===== src/rtl/rf_write_port_if.sv =====
// Signal bundle between the write-port merger and its neighbours: WB, JAL link,
// multiply/divide handshake and issue, decode hazard query, and register-file write.
interface rf_write_port_if;
    logic        wb_valid;
    logic [4:0]  wb_addr;
    logic [31:0] wb_data;
    logic        jal_valid;
    logic [29:0] jal_pc4;
    logic        md_valid;
    logic [4:0]  md_addr;
    logic [31:0] md_data;
    logic        md_ready;
    logic        md_issue;
    logic [4:0]  md_issue_addr;
    logic [4:0]  rs_addr;
    logic [4:0]  rt_addr;
    logic        stall;
    logic        rf_wr;
    logic [4:0]  rf_a3;
    logic [31:0] rf_wd;
    logic        link_ovf;

    modport master (
        output wb_valid, wb_addr, wb_data, jal_valid, jal_pc4,
        output md_valid, md_addr, md_data, md_issue, md_issue_addr, rs_addr, rt_addr,
        input  md_ready, stall, rf_wr, rf_a3, rf_wd, link_ovf
    );

    modport slave (
        input  wb_valid, wb_addr, wb_data, jal_valid, jal_pc4,
        input  md_valid, md_addr, md_data, md_issue, md_issue_addr, rs_addr, rt_addr,
        output md_ready, stall, rf_wr, rf_a3, rf_wd, link_ovf
    );
endinterface


===== src/rtl/rf_write_port.sv =====
// Merges WB, JAL link and multiply/divide writes onto the single register-file write port,
// with a one-entry link buffer and a pending-write scoreboard for decode stalls.
module rf_write_port (
    input logic             clk,
    input logic             rst,
    rf_write_port_if.slave  bus
);

    logic        rf_wr_q;
    logic [4:0]  rf_a3_q;
    logic [31:0] rf_wd_q;
    logic        link_full_q, link_full_d;
    logic [31:0] link_val_q, link_val_d;
    logic        link_ovf_q, link_ovf_d;
    logic [31:0] pending_q, pending_d;

    logic        sel;
    logic [4:0]  sel_addr;
    logic [31:0] sel_data;
    logic        md_xfer;
    logic [31:0] link_new;

    assign link_new     = {bus.jal_pc4 + 30'd1, 2'b00};
    assign bus.md_ready = !bus.wb_valid && !bus.jal_valid && !link_full_q;

    always_comb begin
        sel         = 1'b0;
        sel_addr    = 5'd0;
        sel_data    = 32'd0;
        md_xfer     = 1'b0;
        link_full_d = link_full_q;
        link_val_d  = link_val_q;
        link_ovf_d  = link_ovf_q;
        if (bus.wb_valid) begin
            sel      = 1'b1;
            sel_addr = bus.wb_addr;
            sel_data = bus.wb_data;
            // WB owns the port, so a JAL link must wait in the buffer or be lost.
            if (bus.jal_valid) begin
                if (link_full_q) begin
                    link_ovf_d = 1'b1;
                end else begin
                    link_full_d = 1'b1;
                    link_val_d  = link_new;
                end
            end
        end else if (link_full_q) begin
            sel         = 1'b1;
            sel_addr    = 5'd31;
            sel_data    = link_val_q;
            link_full_d = bus.jal_valid;
            if (bus.jal_valid) begin
                link_val_d = link_new;
            end
        end else if (bus.jal_valid) begin
            sel      = 1'b1;
            sel_addr = 5'd31;
            sel_data = link_new;
        end else if (bus.md_valid) begin
            sel      = 1'b1;
            sel_addr = bus.md_addr;
            sel_data = bus.md_data;
            md_xfer  = 1'b1;
        end
    end

    // Issue is applied after the transfer clear so a same-register set wins.
    always_comb begin
        pending_d = pending_q;
        if (md_xfer) begin
            pending_d[bus.md_addr] = 1'b0;
        end
        if (bus.md_issue) begin
            pending_d[bus.md_issue_addr] = 1'b1;
        end
        pending_d[0] = 1'b0;
    end

    assign bus.stall = ((bus.rs_addr != 5'd0) && pending_q[bus.rs_addr]) ||
                       ((bus.rt_addr != 5'd0) && pending_q[bus.rt_addr]);

    always_ff @(posedge clk) begin
        if (rst) begin
            rf_wr_q     <= 1'b0;
            rf_a3_q     <= 5'd0;
            rf_wd_q     <= 32'd0;
            link_full_q <= 1'b0;
            link_val_q  <= 32'd0;
            link_ovf_q  <= 1'b0;
            pending_q   <= 32'd0;
        end else begin
            rf_wr_q     <= sel && (sel_addr != 5'd0);
            if (sel) begin
                rf_a3_q <= sel_addr;
                rf_wd_q <= sel_data;
            end
            link_full_q <= link_full_d;
            link_val_q  <= link_val_d;
            link_ovf_q  <= link_ovf_d;
            pending_q   <= pending_d;
        end
    end

    assign bus.rf_wr    = rf_wr_q;
    assign bus.rf_a3    = rf_a3_q;
    assign bus.rf_wd    = rf_wd_q;
    assign bus.link_ovf = link_ovf_q;

endmodule


===== src/flat_wrapper.sv =====
// flat-port wrapper written by rule: the top's interface ports become plain ports
module rf_write_port_flat 
  (clk, rst, bus_wb_valid, bus_wb_addr, bus_wb_data, bus_jal_valid, bus_jal_pc4, bus_md_valid, bus_md_addr, bus_md_data, bus_md_issue, bus_md_issue_addr, bus_rs_addr, bus_rt_addr, bus_md_ready, bus_stall, bus_rf_wr, bus_rf_a3, bus_rf_wd, bus_link_ovf);
  rf_write_port_if bus_i ();
  input logic clk;
  input logic rst;
  input wire logic [$bits(bus_i.wb_valid)-1:0] bus_wb_valid;
  input wire logic [$bits(bus_i.wb_addr)-1:0] bus_wb_addr;
  input wire logic [$bits(bus_i.wb_data)-1:0] bus_wb_data;
  input wire logic [$bits(bus_i.jal_valid)-1:0] bus_jal_valid;
  input wire logic [$bits(bus_i.jal_pc4)-1:0] bus_jal_pc4;
  input wire logic [$bits(bus_i.md_valid)-1:0] bus_md_valid;
  input wire logic [$bits(bus_i.md_addr)-1:0] bus_md_addr;
  input wire logic [$bits(bus_i.md_data)-1:0] bus_md_data;
  input wire logic [$bits(bus_i.md_issue)-1:0] bus_md_issue;
  input wire logic [$bits(bus_i.md_issue_addr)-1:0] bus_md_issue_addr;
  input wire logic [$bits(bus_i.rs_addr)-1:0] bus_rs_addr;
  input wire logic [$bits(bus_i.rt_addr)-1:0] bus_rt_addr;
  output wire logic [$bits(bus_i.md_ready)-1:0] bus_md_ready;
  output wire logic [$bits(bus_i.stall)-1:0] bus_stall;
  output wire logic [$bits(bus_i.rf_wr)-1:0] bus_rf_wr;
  output wire logic [$bits(bus_i.rf_a3)-1:0] bus_rf_a3;
  output wire logic [$bits(bus_i.rf_wd)-1:0] bus_rf_wd;
  output wire logic [$bits(bus_i.link_ovf)-1:0] bus_link_ovf;
  assign bus_i.wb_valid = bus_wb_valid;
  assign bus_i.wb_addr = bus_wb_addr;
  assign bus_i.wb_data = bus_wb_data;
  assign bus_i.jal_valid = bus_jal_valid;
  assign bus_i.jal_pc4 = bus_jal_pc4;
  assign bus_i.md_valid = bus_md_valid;
  assign bus_i.md_addr = bus_md_addr;
  assign bus_i.md_data = bus_md_data;
  assign bus_i.md_issue = bus_md_issue;
  assign bus_i.md_issue_addr = bus_md_issue_addr;
  assign bus_i.rs_addr = bus_rs_addr;
  assign bus_i.rt_addr = bus_rt_addr;
  assign bus_md_ready = bus_i.md_ready;
  assign bus_stall = bus_i.stall;
  assign bus_rf_wr = bus_i.rf_wr;
  assign bus_rf_a3 = bus_i.rf_a3;
  assign bus_rf_wd = bus_i.rf_wd;
  assign bus_link_ovf = bus_i.link_ovf;
  rf_write_port u_core (.clk(clk), .rst(rst), .bus(bus_i));
endmodule

===== config.mk =====
export PLATFORM = sky130hd
export DESIGN_NAME = rf_write_port_flat
export DESIGN_NICKNAME = d
export VERILOG_FILES = /design/src/rtl/rf_write_port_if.sv /design/src/rtl/rf_write_port.sv /design/src/flat_wrapper.sv
export SDC_FILE = /design/constraint.sdc
export NUM_CORES = 1
export LEC_CHECK = 0
export CORE_UTILIZATION = 44
export CTS_CLUSTER_SIZE = 24
export DETAILED_ROUTE_END_ITERATION = 16
export GPL_TIMING_DRIVEN = 0
export HOLD_SLACK_MARGIN = 0.02
export PLACE_DENSITY = 0.78
export SYNTH_ARGS = -nofsm -noshare
export SYNTH_HDL_FRONTEND = slang
export SYNTH_SLANG_ARGS = --single-unit

===== constraint.sdc =====
create_clock -name clk -period 1.9 [get_ports clk]
set_input_delay 0.19 -clock clk [delete_from_list [all_inputs] [get_ports clk]]
set_output_delay 0.19 -clock clk [all_outputs]
set_load 0.02 [all_outputs]

=== Yosys cells after proc, flatten, opt, wreduce, memory -nomap -nowiden ===
Cells that the tools add are included.

* Reduce and logical (&&, ||, !) cells: 17
* Bitwise logic cells: 3
* Equal/unequal tests: 2
* Mux-type cells: 33
* Add/subtract/negate cells: 1
* Order comparisons: 6

{| class="wikitable"
|+ Operator list
! kind !! number
|-
| 32-bit 2-to-1 mux || 11
|-
| 32-bit bitwise AND || 1
|-
| 32-bit inverter || 1
|-
| 32-bit OR || 1
|-
| 30-bit by 1-bit adder with 30-bit output (second input constant) || 1
|-
| 5-bit by 6-bit < comparator with 1-bit output (second input constant) || 4
|-
| 5-bit 2-to-1 mux || 4
|-
| 5-bit nonzero test || 3
|-
| 1-bit 2-to-1 mux || 14
|-
| 1-bit binary-select mux with 5-bit select || 2
|-
| 1-bit demux with 5-bit select || 2
|-
| 5-bit by 1-bit greater-or-equal comparator with 1-bit output (second input constant) || 2
|-
| 1-bit logical AND || 7
|-
| 3-bit AND reduction || 2
|-
| 1-bit logical NOT || 3
|-
| 2-bit by 1-bit != test with 1-bit output (second input constant) || 1
|-
| 2-bit != test (second input constant) || 1
|-
| 2-bit nonzero test || 1
|-
| 1-bit logical OR || 1
|}

* Bits in registers: 104
* Output and inout bits: 41
* Word-level logic and storage cells: 70
* Input port bits: 125

=== Depth between registers and ports, before layout ===
Gate-level depths: netlist of run 1.

* Depth after elaboration: 9
* Mapped depth: 9
* Gate-level depth less buffers: 6

=== Worst setup path after synthesis of run 1 ===
OpenSTA, ideal clock, no wires.

* Path type: input-to-output
* Start: input bus_rt_addr[0]
* End: output bus_stall
* Buffers on the path: 1
* Required time: 1.710 ns
* Arrival time: 1.832 ns
* Setup slack: -0.122 ns
* Stages on the path: 5
* Cells stage by stage: buf_2 > mux4_2 > mux4_2 > a22oi_1 > nand4_1

* Word-level cells in the longest chain between the ends: 4
* Elaborated cells on any way between the ends: 5
* Classes of those cells: 2 x mux; 3 x reduce/logical

{| class="wikitable"
|+ Ends and longest elaborated chain
! item !! RTL line !! text
|-
| start: declaration || flat_wrapper.sv:18 || <nowiki>input wire logic [$bits(bus_i.rt_addr)-1:0] bus_rt_addr;</nowiki>
|-
| 1-bit binary-select mux with 5-bit select || rf_write_port.sv:80 || <nowiki>((bus.rt_addr != 5'd0) && pending_q[bus.rt_addr]);</nowiki>
|-
| 1-bit 2-to-1 mux (implied by the code) || rf_write_port.sv:80 ||
|-
| 1-bit logical AND * || rf_write_port.sv:80 ||
|-
| 1-bit logical OR * || rf_write_port.sv:79 || <nowiki>assign bus.stall = ((bus.rs_addr != 5'd0) && pending_q[bus.rs_addr]) ||</nowiki>
|-
| end: declaration || flat_wrapper.sv:20 || <nowiki>output wire logic [$bits(bus_i.stall)-1:0] bus_stall;</nowiki>
|}

Mark *: on every way between the ends. The rest lies on a longest branch, timed or not. The select of a mux whose other input is x is not followed.

=== Worst setup path after layout of run 1 ===
* Start: register u_core.pending_q[29]
* End: output bus_stall

* Word-level cells in the longest chain between the ends: 4
* Elaborated cells on any way between the ends: 7
* Classes of those cells: 4 x mux; 3 x reduce/logical

{| class="wikitable"
|+ Ends and longest elaborated chain
! item !! RTL line !! text
|-
| start: declaration || rf_write_port.sv:15 || <nowiki>logic [31:0] pending_q, pending_d;</nowiki>
|-
| start signal: assignment || rf_write_port.sv:100 || <nowiki>pending_q <= pending_d;</nowiki>
|-
| 1-bit binary-select mux with 5-bit select (on tied branches) || rf_write_port.sv:79, rf_write_port.sv:80 ||
|-
| 1-bit 2-to-1 mux (on tied branches) || rf_write_port.sv:79, rf_write_port.sv:80 ||
|-
| 1-bit logical AND (on tied branches) || rf_write_port.sv:79, rf_write_port.sv:80 ||
|-
| 1-bit logical OR * || rf_write_port.sv:79 ||
|}

Marks and branches as above.

==> impl_metrics.toml, run 1 <==
[status]
run_status = "complete, but fails checks"
violations = "setup timing"

[clocking]
cts-root-buf = "clkbuf_16"
clk_path_buf_depth = 2
clk_pin_slew_ns = 0.07
cts.sinks = 101
cts_buffers = 9
htree_levels = 3
cts_hold_buffers = 0
clock_latency_ns = 0.35
cts_tree = "built"

[drt]
routed_wl_um = 21330
drt-initial-drc-count = 896
avgViaCountPerCell = 6.066
route.antenna.remaining_nets = 0
drc = 0
vias = 6557
wl_per_cell_um = 19.73
firstDrtPassIters = 6

[sta]
final_max_slew_viol_count = 0
skew_ns = 0.009211
slew-limit-headroom = 0.2346
rsz0062_at_grt = "yes"
min_period_ns = 2.261
worst_pin_slew_ns = 1.146
fmax_ghz = 0.4423
fin_crit_sh = 1.190
worst_slack_ns = -0.3607
fin_tns_setup_ns = -0.3607
setup_viol = 1
hold_viol = 0

[logic_synthesis]
synth-simple-area-share = 0.2151
avgSynthCellArea_um2 = 8.015
ys_ff_latch = 101
yosysMostFrequentCell = "dfxtp_1"
synthesis.area_um2 = 5787
netlist_top_cells_count = "dfxtp_1, a21oi_1, nand2_1, o21ai_0, nor2_1"
synthArstFlopShare = 0
synth_top_area_cell = "dfxtp_1"
seq_area_frac_synth = 0.3494
synth_fa_ha_area_frac = 0.002162
synth_flop_cell = "dfxtp_1"
synth_xor_area_frac = 0.03632
syn-num-nets = 848
netlist_instances = 722
yosys-mux-area-fraction = 0.07222
synth_top_area_frac = 0.3494
synth-compound-area-share = 0.2761
synth_warnings = 0
synth_top_family_by_area = "compound AO/OA/AOI/OAI gates"
synthDistinctLibCells = 60
synth_area_leaders = "dfxtp_1, a21oi_1, o21ai_0"
synth_edf_count = 0

[power_and_ir_drop]
power_w = 0.005460
worst_ir_drop_vdd_mv = 0.4936
seq_power_share = 0.427
clkPwrFrac = 0.334
cellLeakagePower_nw = 2.905
swShare = 0.2919
p_sw_w = 0.001594
pwr-share-comb = 0.239
intPower_w = 0.003867
powerDensity_nw_per_um2 = 672.0

[floorplanning]
fp.dieH_um = 116.7
fp-row-count = 41
dieArea_um2 = 13610
coreArea_um2 = 12720
fp.dieW_um = 116.7
boundaryPins = 166
initial_utilization = 0.4549

[setup_path]
rr_endpoint = "u_core.bus.rf_wd[6]"
worstSetupEndpointType = "output port"
critPathLaunchType = "flip-flop"
worstPathArrival_ns = 2.07
critPathMaxFanout = 3
cp_slowest_cell = "mux4_2"
path_cells = "mux4_2, mux4_2, a22oi_2, nand4_1, buf_4"
path_buf_inv = 1
path_class = "flip-flop to output port"
r2r_start = "u_core.link_full_q"
r2r_cells = 4
slowest_delay_ns = 0.49
cp.required_ns = 1.71
critical_path.top_delay_family = "multiplexers"
rrSetupSlack_ns = 0.06
cpMostUsedCell = "mux4_2"

[global_route]
top_usage_layer = "met2"
grt_max_degree = 16
met3_usage = 0.05812
grtUsageMet2 = 0.5164
grtUsageMet1 = 0.3960
grt_pass1_vias = 6161
overflow = 0
grt_use_total = 0.3133
antenna_found_initial = 1
grt_pass1_wl_um = 32250

[placement]
hpwl_um = 15650
dp_slack_ns = -0.6162
gp_congestion = 0.9617
placed_area_um2 = 7570
io_buffers = 156

[final_layout]
stdcell_area_um2 = 8125
fin_util = 0.6387
syn_to_final_growth_pct = 40.41
layout-drive-gt1-share = 0.1123
fin_nets = 1030

[min_path]
hold_end = "u_core.link_val_q[16]"
min_from = "bus_jal_pc4[14]"
hp-class = "input port to flip-flop"
hold_depth = 4

[run]
drv_cap = 0
[stage by stage]
| step | hold WS [ns] | instances |
|---|---|---|
| after floorplan | 0.2856 | 722 |
| after global placement | 0.4453 | 1050 |
| after detailed placement | 0.4466 | 1050 |
| after CTS | 0.3881 | 1077 |
| after global routing | 0.3235 | 1081 |
| final | 0.3097 | 1081 |
[worst max path at each step]
| stage | from | endpoint | slack, ns | depth (start not counted) |
|---|---|---|---|---|
| CTS | u_core.pending_q[31] | bus_stall | -0.35 | 5 |
| global placement | bus_jal_pc4[0] | u_core.bus.rf_wd[22] | -0.61 | 7 |
| detailed placement | bus_md_valid | u_core.bus.rf_wr | -0.62 | 7 |
| floorplan | bus_rt_addr[0] | bus_stall | 0.009 | 5 |
| finish | u_core.pending_q[29] | bus_stall | -0.36 | 5 |
| global route | u_core.pending_q[29] | bus_stall | -0.40 | 5 |
[layout make-up]
| class | instances | area (um^2) |
|---|---|---|
| inverters | 23 | 87.58 |
| clock inverters | 4 | 50.05 |
| repair buffers | 170 | 1674 |
| well taps | 172 | 215.2 |
| fillers | 1125 | 4597 |
| flip-flops and latches | 101 | 2028 |
| multi-input cells | 549 | 3601 |
| clock buffers | 11 | 232.7 |
| diodes | 1 | 2.502 |
| plain buffers | 50 | 234.0 |
[state kept, by name, indices dropped and copies added (netlist names)]
signal               flops
u_core.bus.link_ovf      1
u_core.bus.rf_a3         5
u_core.bus.rf_wd        32
u_core.bus.rf_wr         1
u_core.link_full_q       1
u_core.link_val_q       30
u_core.pending_q        31
[power by group through the flow]
| stage | clock network [W] | registers (W) | logic [W] |
|---|---|---|---|
| 2_1_floorplan | 0 | 0.00244 | 0.000531 |
| 3_3_place_gp | 0 | 0.00237 | 0.00123 |
| 3_5_place_dp | 0 | 0.00237 | 0.00124 |
| 4_1_cts | 0.00182 | 0.00233 | 0.00126 |
| 5_1_grt | 0.00191 | 0.00234 | 0.00138 |
| 6_report | 0.00183 | 0.00233 | 0.00130 |
[routing by layer]
| metal | wire length [um] | up-vias |
|---|---|---|
| met4 | 727 | 0 |
| met2 | 10090 | 404 |
| met5 | 0 | - |
| li1 | - | 3039 |
| met3 | 2050 | 59 |
| met1 | 8460 | 3055 |
[cells by family (layout without fill, tap and decap cells)]
kind of cell    after synthesis  after routing
simple gates                243            244
buf+inv                      73            258
flops                       101            101
other cells                   0              1
fa+ha+maj                     1              1
compound gates              256            256
mux                          24             24
xor+xnor                     24             24
[worst reg2reg max path: stages (launching register included)]
cell,delay [ns]
dfxtp_2,0.40
inv_1,0.16
clkbuf_1,0.33
o311ai_0,0.67
a21oi_1,0.14
[cells in the final DEF, fill, tap and decap left out, types with 12 or more instances in the layout]
| cell | n |
|---|---|
| nand2_1 | 81 |
| clkdlybuf4s50_1 | 140 |
| xor2_1 | 19 |
| nor3_1 | 13 |
| clkbuf_1 | 31 |
| mux4_2 | 14 |
| dfxtp_1 | 96 |
| nand3_1 | 18 |
| inv_1 | 21 |
| a211oi_1 | 25 |
| a221oi_1 | 12 |
| nor2_1 | 45 |
| buf_4 | 15 |
| o21ai_0 | 62 |
| a21oi_1 | 91 |
[timing repair]
| item | in CTS | in global routing |
|---|---|---|
| cloned | 1 | 0 |
| pin swaps | 10 | 6 |
| setup endpoints to repair | 76 | 50 |
| gates resized for setup | 39 | 40 |
| buffers inserted | 11 | 3 |
No activity file was read; power rests on OpenSTA's default activity.
==> run 2: changes to the inputs <==
--- a/config.mk
+++ b/config.mk
@@ -11,6 +11,7 @@
 export GPL_TIMING_DRIVEN = 0
 export HOLD_SLACK_MARGIN = 0.02
 export PLACE_DENSITY = 0.78
+export SLEW_MARGIN = 10
 export SYNTH_ARGS = -nofsm -noshare
 export SYNTH_HDL_FRONTEND = slang
 export SYNTH_SLANG_ARGS = --single-unit
==> results of run 2 <==
Final layout, timing and power as in run 1 (identical DEF).
==> RTL edit 1 (config.mk and constraints of run 2) <==
Reset style: asynchronous (`rst`), changed in one clocked block.
--- a/src/rtl/rf_write_port.sv
+++ b/src/rtl/rf_write_port.sv
@@ -79,7 +79,7 @@
     assign bus.stall = ((bus.rs_addr != 5'd0) && pending_q[bus.rs_addr]) ||
                        ((bus.rt_addr != 5'd0) && pending_q[bus.rt_addr]);
 
-    always_ff @(posedge clk) begin
+    always_ff @(posedge clk or posedge rst) begin
         if (rst) begin
             rf_wr_q     <= 1'b0;
             rf_a3_q     <= 5'd0;
Behaviour: differs if rst is asserted again (counterexample within 4 cycles, from zero or initial values and one cycle with rst high); with rst held inactive, the same outputs for 4 cycles.
==> RTL edit 1 against run 2 <==
  * The flow still finishes with violations (setup timing)
  * Total power is 22% higher
  * Global-route usage fell by 0.60 points
  * Setup slack improved by 0.078 ns
  * Critical path type unchanged
  * Wire length is 0.73% lower
  * Sequential cell count stayed put
  * Critical endpoint unchanged
  * Sequential power rose by 23%
  * Count of clock-buffer cells in the layout unchanged
  * Register-to-register slack worse by 0.04 ns
  * Fmax up 3.6%
  * Area after synthesis increased by 1.1%
  * Final area up 2.8%
==> RTL edit 1: results (changes against run 2) <==
Global route
  • Met2 Usage GRT: 48.9% (-2.7 points)
  • Pin count of the biggest net entering global routing: 39 (+23)
  • Met1 Track Usage GR: 40.6% (+0.99 points)
  • Gr usage total: 30.7% (-0.60 points)
  • Met3 Use GR: 6.27% (+0.46 points)
  • Vias in the first global route: 6,420 (+4.2%)

Place
  • DP Wirelength: 15,400 um (-1.3%)
  • Port Buf Inserts: 160 (+2.6%)
  • GPL Wtd Cong: 0.915 (-4.9%)
  • Post-DP Area: 0.00771 mm2 (+1.9%)

Layout
  • Fraction of layout cells with a size suffix above 1: 13.0% (+1.7 points)
  • Final cell count without fillers: 1,004 (-7.1%)
  • P&R area growth vs syn: 42.8%
  • Antenna cells: 0 (-1)
  • Fillcell total: 1,003 (-11%)
  • # nets final: 953 (-7.5%)

Drt
  • TritonRoute pass-1 iters: 7 (+1)
  • Met3 routed WL: 2080 um (+1.5%)
  • DR iter-0 viols: 688 (-23%)
  • DR WL met2: 9960 um (-1.3%)
  • Via count: 6,297 (-4.0%)

Power and ir drop
  • Worst vdd ir: 430 uV (-13%)
  • Pwr dens: 800 mW/mm2 (+19%)
  • Int Power: 0.00460 W (+19%)
  • Logic pwr share: 29.7% (+5.8 points)
  • Leak: 3.24 nW (+12%)

Run status
  • Status: finished with violations
  • Violated checks: setup timing

Timing
  • Hold Slack: 0.289 ns (-0.0206 ns)
  • Worst Skew: 0.00662 ns (-0.00259 ns)
  • Worst setup margin: -0.283 ns (+0.0781 ns)
  • Worst slew margin: 46.7% (+23 points)
  • Endpoints failing setup: 1 (unchanged)

Worst setup path
  • Worst-path fanout max: 2 (-1)

Yosys
  • Sequential area share after synthesis: 43.2% (+8.2 points)
  • Avg Cell Area, Syn: 9.19 um2 (+15%)
  • Prevailing post-synth register cell: dfrtp_1
## RTL edit 1: timing repair
item                                    4_1_cts  5_1_grt
pin swaps                                     5        8
resized for setup                            38       50
endpoints found under the setup margin       59       60
setup buffers                                14        5
hold endpoints to repair                      0        0
## RTL edit 1: critical path, cell delays in order, from the launching register on
cell	delay, ns
dfrtp_1	0.40
mux4_2	0.50
inv_2	0.07
a2111oi_2	0.07
a2111oi_4	0.32
nand4_1	0.14
buf_6	0.15
## RTL edit 1: cell families (layout without fill, tap and decap cells)
logic type                 Yosys count  count (layout)  share of synthesized area [%]
AOI/OAI and AO/OA                  232             232                           24.2
and+or+nand+nor                    191             191                           16.8
DFF                                101             101                           43.2
buffers and inverters               58             253                           4.23
xor gates and xnor gates            28              28                           4.19
muxes                               26              26                           7.10
adders and majority gates            1               1                          0.214
## RTL edit 1: final cells by class
type	count	area share (%)
Timing Repair Buffer	181	21.6
Tap cell	172	2.58
Buffer	38	2.34
Clock buffer	11	2.91
Inverter	18	0.944
Sequential cell	101	30.3
Clock inverter	5	0.599
Multi-Input combinational cell	478	38.8
## RTL edit 1: path summary, 6_finish.rpt
| kind | start | endpoint | cells past startpoint |
|---|---|---|---|
| max in group asynchronous | rst | u_core.bus.rf_wd[6] | 3 |
| worst max register to register | u_core.link_full_q | u_core.bus.rf_wr | 5 |
| min in group asynchronous | rst | u_core.bus.rf_wd[12] | 2 |
| worst min-delay path | bus_jal_pc4[0] | u_core.link_val_q[2] | 2 |
| worst min register to register | u_core.bus.rf_wd[2] | u_core.bus.rf_wd[2] | 2 |
| worst max-delay path | u_core.pending_q[4] | bus_stall | 6 |
==> RTL edit 2 (settings of run 2) <==
Made on the original files. Take the reset off `link_val_q` and load it in a clocked block of its own.
--- a/src/rtl/rf_write_port.sv
+++ b/src/rtl/rf_write_port.sv
@@ -85,7 +85,6 @@
             rf_a3_q     <= 5'd0;
             rf_wd_q     <= 32'd0;
             link_full_q <= 1'b0;
-            link_val_q  <= 32'd0;
             link_ovf_q  <= 1'b0;
             pending_q   <= 32'd0;
         end else begin
@@ -95,10 +94,13 @@
                 rf_wd_q <= sel_data;
             end
             link_full_q <= link_full_d;
-            link_val_q  <= link_val_d;
             link_ovf_q  <= link_ovf_d;
             pending_q   <= pending_d;
         end
+    end
+
+    always_ff @(posedge clk) begin
+        link_val_q <= link_val_d;
     end
 
     assign bus.rf_wr    = rf_wr_q;
Check against the original RTL: same outputs for any inputs over 4 cycles, from zero or initial values and one cycle with rst high; that may be too few to reach the edited logic, so the function may still have changed.
==> RTL edit 2 against run 2 <==
  * Area after synthesis down 0.74%
  * Critical endpoint unchanged
  * Largest cell class unchanged
  * Clock skew is 0.00072 ns higher
  * Combinational power decreased by 8%
  * Sequential cell count is the same
  * Wire length decreased by 3.9%
  * Utilization decreased by 0.11 points
  * Final area down 0.57%
  * Total power up 1.5%
  * Largest power group unchanged
  * Setup slack got worse by 0.035 ns
  * The flow still finishes with violations (setup timing)
==> RTL edit 2: results (changes against run 2) <==
Run status
  • Status: finished with violations
  • Violated checks: setup timing

Global route
  • Initial antenna violation count: 0 (-1)
  • Global-route wire length before repair: 31,000 um (-4.0%)

Yosys
  • Synth area leaders: dfxtp_1 (25%), edfxtp_1 (16%), a21oi_1 (6.2%), mux4_2 (5.9%), nand2_1 (5.6%)
  • Syn Inst Count: 643 (-11%)
  • Mapped Nets: 769 (-9.3%)
  • Top cell type's share of synthesized area: 24.7% (-10 points)
  • Synth cell types: 67 (+12%)

Layout
  • Fraction of layout cells with a size suffix above 1: 12.4% (+1.2 points)
  • # nets final: 943 (-8.4%)
  • Fillcell total: 1,007 (-10%)
  • Final cell count without fillers: 994 (-8.0%)

Place
  • GPL Wtd Cong: 0.935 (-2.8%)
  • Pre-CTS setup slack: -0.983 ns (-0.367 ns)
  • Placed cells: 971 (-7.5%)

Power and ir drop
  • Worst vdd ir: 397 uV (-20%)
  • Leak: 2.99 nW (+2.8%)

Worst setup path
  • CP Data Arrival Time: 2.11 ns (+0.04 ns)
  • Critical R2R Capture: u_core.bus.rf_wd[26]
  • R2R depth: 5 (+1)

Min path
  • Hold Path Stages: 2 (-2)

Timing
  • Worst Skew: 0.00993 ns (+0.000717 ns)
  • Worst setup margin: -0.396 ns (-0.0351 ns)
  • Endpoints failing setup: 1 (unchanged)

Drt
  • Via count: 6,184 (-5.7%)
  • DR iter-0 viols: 673 (-25%)
==> RTL edit 2: cell count changes after synthesis, sizes merged, moves of 9 or more <==
cell / before / now
a211oi: 26 / 3
a21oi: 91 / 71
clkbuf: 39 / 27
dfxtp: 101 / 71
edfxtp: 0 / 30
nand2b: 12 / 3
nor2: 49 / 28
==> RTL edit 2: metal layers <==
| layer | track usage (%) | vias up | part of all wire (%) |
|---|---|---|---|
| li1 | - | 2754 | - |
| met1 | 37.1 | 2944 | 38 |
| met2 | 50.3 | 424 | 49 |
| met3 | 5.97 | 62 | 9.9 |
| met4 | 16.9 | 0 | 3.6 |
| met5 | 0 | - | 0 |
==> RTL edit 2: worst min path at each step <==
stage,from,to
finish,bus_jal_pc4[8],u_core.link_val_q[10]
global route,bus_jal_pc4[9],u_core.link_val_q[11]
CTS,bus_jal_pc4[0],u_core.link_val_q[2]
detailed placement,u_core.bus.rf_wd[5],u_core.bus.rf_wd[5]
global placement,u_core.bus.rf_wd[6],u_core.bus.rf_wd[6]
floorplan,bus_wb_data[0],u_core.bus.rf_wd[0]
==> RTL edit 2: cell type report <==
cell class | instances | area share, %
clock inverters | 6 | 0.867
clock buffers | 10 | 2.96
plain buffers | 41 | 2.68
multi-input cells | 483 | 41.0
repair buffers | 164 | 20.3
inverters | 17 | 0.790
flip-flops and latches | 101 | 28.8
well taps | 172 | 2.66
==> RTL edit 2: metrics by stage <==
step	hold slack, ns	util, %	area, um2	total power [W]
after floorplan	0.335	-	5760	0.00297
after global placement	0.450	59.5	7540	0.00355
after detailed placement	0.454	59.5	7540	0.00357
after CTS	0.361	63.1	8000	0.00550
after global routing	0.307	63.8	8080	0.00570
final	0.290	63.8	8080	0.00554
==> RTL edit 2: what timing repair did <==
| item | 4_1_cts | 5_1_grt |
|---|---|---|
| resized for setup | 33 | 28 |
| hold endpoints to repair | 0 | 0 |
| hold buffers | 0 | 0 |
| setup buffers | 7 | 1 |
| endpoints found under the setup margin | 96 | 88 |
| gates cloned | 1 | 0 |
| pin swaps | 5 | 5 |
==> RTL edit 2: worst max-delay path, stage by stage (launching register included) <==
cell and delay (ns):
dfxtp_2 0.34, mux4_2 0.50, mux4_2 0.48, a22oi_2 0.14, o211ai_1 0.12, buf_4 0.17
==> RTL edit 2: cell families (layout without fill, tap and decap cells) <==
logic type,count (synthesis),after routing,share of synthesized area [%]
AO/OA/AOI/OAI,220,221,24.2
XOR/XNOR,22,22,3.62
adder cells (fa/ha/maj),1,1,0.218
buffers and inverters,60,238,4.42
flip-flops,101,101,40.4
multiplexers,24,24,7.49
AND/OR/NAND/NOR,215,215,19.6
